<file path="config.mk">
export PLATFORM = sky130hd
export DESIGN_NAME = seq_div16x8
export DESIGN_NICKNAME = d
export VERILOG_FILES = /design/src/rtl/seq_div16x8.sv
export SDC_FILE = /design/constraint.sdc
export NUM_CORES = 1
export LEC_CHECK = 0
export ABC_AREA = 1
export BUFFER_PORTS_ARGS = -buffer_cell sky130_fd_sc_hd__buf_2
export CORE_ASPECT_RATIO = 1.1
export CORE_MARGIN = 8
export CORE_UTILIZATION = 45
export DETAILED_ROUTE_END_ITERATION = 10
export MAX_ROUTING_LAYER = met4
export PLACE_DENSITY = 0.74
export SYNTH_ARGS = -nofsm -noshare
export SYNTH_HDL_FRONTEND = slang
export SYNTH_SLANG_ARGS = --single-unit
</file>
<file path="constraint.sdc">
create_clock -name clk -period 2.61 [get_ports clk]
set_clock_uncertainty 0.2 [all_clocks]
set_input_delay 0.261 -clock clk [delete_from_list [all_inputs] [get_ports clk]]
set_output_delay 0.261 -clock clk [all_outputs]
set_load 0.01 [all_outputs]
</file>
<file path="src/rtl/seq_div16x8.sv">
// seq_div16x8: sequential restoring divider, 2N-bit dividend by N-bit divisor, one quotient bit per clock
module seq_div16x8 #(
    parameter int N = 8
) (
    input  logic         clk,
    input  logic         rst,
    input  logic         start,
    input  logic [2*N-1:0] dividend,
    input  logic [N-1:0] divisor,
    output logic [N-1:0] quotient,
    output logic [N-1:0] remainder,
    output logic         busy,
    output logic         done,
    output logic         div_by_zero,
    output logic         overflow
);
    localparam int CW = $clog2(N);

    typedef enum logic [1:0] {IDLE, RUN, DONE} state_t;

    state_t state, state_next;
    logic [N-1:0]  d, r, s, q_sh, q_next, r_next;
    logic [N:0]    t, diff;
    logic [CW-1:0] cnt;
    logic          err, accept, last;

    assign err    = (divisor == '0) || (dividend[2*N-1:N] >= divisor);
    assign accept = (state == IDLE) && start;
    assign last   = (cnt == CW'(N-1));
    assign t      = {r, s[N-1]};
    // Top bit of the difference is the borrow: set exactly when T < divisor
    assign diff   = t - {1'b0, d};
    assign r_next = diff[N] ? t[N-1:0] : diff[N-1:0];
    assign q_next = {q_sh[N-2:0], ~diff[N]};

    always_ff @(posedge clk) begin
        if (rst)
            state <= IDLE;
        else
            state <= state_next;
    end

    always_comb begin
        state_next = state;
        if (state == IDLE)
            state_next = start ? (err ? DONE : RUN) : IDLE;
        else if (state == RUN)
            state_next = last ? DONE : RUN;
        else
            state_next = IDLE;
    end

    always_comb begin
        busy = (state != IDLE);
        done = (state == DONE);
    end

    always_ff @(posedge clk) begin
        if (rst) begin
            d           <= '0;
            r           <= '0;
            s           <= '0;
            q_sh        <= '0;
            cnt         <= '0;
            quotient    <= '0;
            remainder   <= '0;
            div_by_zero <= 1'b0;
            overflow    <= 1'b0;
        end else if (accept) begin
            d           <= divisor;
            r           <= dividend[2*N-1:N];
            s           <= dividend[N-1:0];
            q_sh        <= '0;
            cnt         <= '0;
            div_by_zero <= (divisor == '0);
            overflow    <= (divisor != '0) && (dividend[2*N-1:N] >= divisor);
            if (err) begin
                quotient  <= '1;
                remainder <= '0;
            end
        end else if (state == RUN) begin
            r    <= r_next;
            s    <= {s[N-2:0], 1'b0};
            q_sh <= q_next;
            cnt  <= cnt + 1'b1;
            // Visible results change only on the final iteration
            if (last) begin
                quotient  <= q_next;
                remainder <= r_next;
            end
        end
    end
endmodule

</file>
**Yosys cells after proc, flatten, opt, wreduce, memory -nomap -nowiden**

Cells that the tools add are included.

- Output and inout bits: 20
- Logic and storage cells: 47
- Register bits after elaboration: 54
- Input port bits: 27

- Order comparisons: 1
- Bitwise operators: 1
- Reductions and logical operators: 11
- Add/subtract/negate cells: 2
- Multiplexer cells: 18
- Equality and inequality tests: 4

Operator list:

| cell | count |
|---|---|
| two-way mux 8 bit | 13 |
| two-way mux 2 bit | 5 |
| subtractor 9 x 8 -> 9 bit | 1 |
| greater-or-equal comparator 8 bit | 1 |
| logical NOT 8 bit | 1 |
| nonzero test 8 bit | 1 |
| nonzero test 2 bit | 3 |
| adder 3 x 1 -> 3 bit (second input constant) | 1 |
| == test 3 bit (second input constant) | 1 |
| AND reduction 3 bit | 1 |
| == test 2 x 1 -> 1 bit (second input constant) | 1 |
| == test 2 bit (second input constant) | 1 |
| logical AND 1 bit | 2 |
| logical NOT 2 bit | 1 |
| != test 2 bit (second input constant) | 1 |
| OR reduction 2 bit | 1 |
| logical OR 1 bit | 1 |
| NOT 1 bit | 1 |

**Longest topological paths before layout**

- Depth after elaboration: 5
- Depth in mapped cells: 15
- Depth with buffers taken out: 14

**Worst setup path after synthesis**

OpenSTA, ideal clock, no wires.

- Path kind: reg2reg
- Start point: register s[7]
- End point: register remainder[7]
- Clock period less this slack: 2.123 ns
- Slack: 0.487 ns
- Path buffers: 1
- Stages on the path, launching flop included: 16
- Arrival: 1.809 ns
- Path through: dfxtp_1 -> inv_1 -> ha_1 -> inv_1 -> fa_1 -> nand3_1 -> nand3_2 -> nand2_1 -> nand2_2 -> nand2_4 -> nand2_4 -> buf_12 -> nand2_4 -> nand2_2 -> a21oi_1 -> nor2_1

- Word-level cells in the longest chain between the ends: 5

RTL lines:

| what | RTL line | text |
|---|---|---|
| start, declared | 22 | `logic [N-1:0] d, r, s, q_sh, q_next, r_next;` |
| start signal, assigned | 72 | `s <= dividend[N-1:0];` |
| start signal, assigned | 83 | `s <= {s[N-2:0], 1'b0};` |
| subtractor 9 x 8 -> 9 bit | 32 | `assign diff = t - {1'b0, d};` |
| two-way mux 8 bit | 33 | `assign r_next = diff[N] ? t[N-1:0] : diff[N-1:0];` |
| two-way mux 8 bit | 87 | `if (last) begin` |
| two-way mux 8 bit | 81 | `end else if (state == RUN) begin` |
| two-way mux 8 bit | 69 | `end else if (accept) begin` |
| end signal, assigned | 89 | `remainder <= r_next;` |
| end, declared | 11 | `output logic [N-1:0] remainder,` |

No other way between the ends. The select of a mux whose other input is x is not followed.
A chain may end at the register's enable or synchronous reset.

**Worst setup path in the final report**

- Start point: register s[7]
- End point: register r[1]

- Word-level cells in the longest chain between the ends: 4

RTL lines:

| what | RTL line | text |
|---|---|---|
| subtractor 9 x 8 -> 9 bit | 32 |  |
| two-way mux 8 bit | 33 |  |
| two-way mux 8 bit | 81 |  |
| two-way mux 8 bit | 69 |  |
| end signal, assigned | 71 | `r <= dividend[2*N-1:N];` |
| end signal, assigned | 82 | `r <= r_next;` |
| end, declared | 22 |  |

No other way between the ends. The select of a mux whose other input is x is not followed.

==> results.cfg <==
[clock_network]
post_cts_buffers = 0
cts_root_buf = clkbuf_8
clk_latency_ps = 310
h-tree-depth = 2
cts_buffers = 5
cts_tree = done
clk_path_buf_depth = 2
cts_sinks = 54
ctsResizeCount = 0
hold_buffers = 1
clk_pin_slew_ps = 100

[hold_path]
hp-class = in -> reg

[place]
gp_congestion = 0.878
place_area_um2 = 3200
io_buffers = 46
place_ws_ps = 317
dp.cells = 519
hpwlAfterDp_um = 5430

[timing]
fin_crit_sh = 0.885
worst_slew_pin_slew_ps = 720
fmax_mhz = 433
slew_viol_final = 0
slew_headroom = 0.520
setup_tns_ps = 0
setup_slack_ps = 299
rsz0062_at_grt = no
setup_viol = 0
period_minus_slack_ps = 2310
finalHoldViolCount = 0

[detailed_routing]
drtPass1Iterations = 4
ant_nets = 0
dr_total_vias = 2607
wl_per_cell_um = 13.3
drc = 0
dr.first_iter.drc_count = 173
drt_wl_total_um = 7010
via_per_inst = 4.94

[synth]
dominantRegCellSynth = dfxtp_1
syn_avg_cell_area_um2 = 7.32
synth-seq-area-share = 0.369
synth_edf_count = 0
async_flop_share = 0
ys_warn_count = 0
synth.distinct_cells = 35
yosys.area.top_type = dfxtp_1
yosys-top-cells-area = dfxtp_1, nand2_1, ha_1
syn_inst = 400
yosysTopAreaCellShare = 0.369
ys_ff_latch = 54
syn_nets = 446
syn-cell-area_um2 = 2930

[outcome]
status = finished, final reports clean

[critical_path]
crit_top_cell = nand2_1
worstSetupStartpointType = flop
slowest_delay_ps = 400
cp.required_ps = 2670
arrival_ps = 2370
path_class = reg -> reg
slowest_stage = fa_1
crit_path_end_kind = flop
path_cells = inv_1, ha_1, inv_1, fa_1, nand3_1, nand3_2, nand2_1, nand3_2, nand2_4, nand2_1, o21ai_2, nand2_1, a21oi_2
crit_path_max_fanout = 15

[final_layout]
multi_input_area_um2 = 1540
final_core_util = 0.514
area_delta_synth_final_pct = 13.1
final_cells = 528
nets = 491
layout_commonest_cell = nand2_1
drive_above_1_share = 0.213
num_antenna_cells = 0
seq_area_um2 = 1080
finalInstanceArea_um2 = 3310
fillers = 655
final_cell_mix = nand2_1, dfxtp_1, inv_1, buf_2, nor2_1

[global_route]
overflow = 0
grtUsageTotal = 0.162
grt_pass1_wl_um = 12000
grt_max_degree = 26
antenna_found_initial = 0
grt_pass1_vias = 2625

[pwr]
p_per_area_nw_per_um2 = 660
ir_drop_uv = 340
leakage_nw = 1.56

[floorplan]
coreArea_um2 = 6440
initial_utilization = 0.455
die_h_um = 101
io_pins = 47
die_area_um2 = 9340
rows = 31
die-width_um = 92.9

[job]
drv_cap = 0
==> where the power goes <==
part / internal (mW) / switching [mW]
clock: 0.220 / 0.283
combinational: 0.264 / 0.489
sequential: 0.890 / 0.0373
==> critical path: cells and delay by family, from the launching register on <==
family / cells / cell delay [ps]
AOI/OAI and AO/OA: 2 / 200
adders and majority gates: 2 / 540
buffers and inverters: 2 / 140
DFF: 1 / 330
and+or+nand+nor: 7 / 840
==> Yosys cell counts (all sizes together), types with 2 or more instances <==
cell,instances
ha,18
o31ai,2
xnor2,2
o21ai,31
xor2,3
buf,11
nor2,38
a31oi,7
a21oi,33
dfxtp,54
nand2,107
clkbuf,2
nand3,25
inv,60
==> registers in the layout, indices dropped and copies added, names as in the netlist, 2 cells and up <==
name,cells
q_sh,7
r,8
cnt,3
d,8
s,8
state,2
remainder,8
quotient,8
==> kinds of logic after synthesis <==
logic type	count (synthesis)	synth area share
simple gates	172	0.267
compound gates	77	0.159
buf+inv	73	0.106
flops	54	0.369
fa+ha+maj	19	0.0838
xor+xnor	5	0.0150
==> final cells by class <==
type / instances / area share
Multi-Input combinational cell: 273 / 0.464
Tap cell: 82 / 0.0310
Clock inverter: 1 / 0.00265
Timing Repair Buffer: 51 / 0.0817
Clock buffer: 7 / 0.0261
Inverter: 60 / 0.0681
Sequential cell: 54 / 0.327
==> metrics by stage <==
stage	hold slack [ps]	total power, mW
floorplan	208	1.55
global placement	249	1.68
detailed placement	253	1.70
global route	3.91	2.35
CTS	5.05	2.20
finish	10.6	2.18
==> routing by layer <==
layer | track usage | part of all wire | up-vias
li1 | - | - | 1360
met2 | 0.270 | 0.49 | 50
met5 | - | 0 | -
met3 | 0.0276 | 0.036 | 12
met1 | 0.193 | 0.46 | 1185
met4 | 0.0571 | 0.019 | 0
==> worst paths after layout <==
kind,slack (ps),startpoint,endpoint,cells after the start
worst max register to register,300,s[7]$_SDFFE_PP0P_,r[1]$_SDFFE_PP0P_,13
worst min-delay path,10,dividend[3],s[3]$_SDFFE_PP0P_,3
worst min register to register,270,s[0]$_SDFFE_PP0P_,s[0]$_SDFFE_PP0P_,2
worst max-delay path,300,s[7]$_SDFFE_PP0P_,r[1]$_SDFFE_PP0P_,13
(Power assumes the default switching activity.)
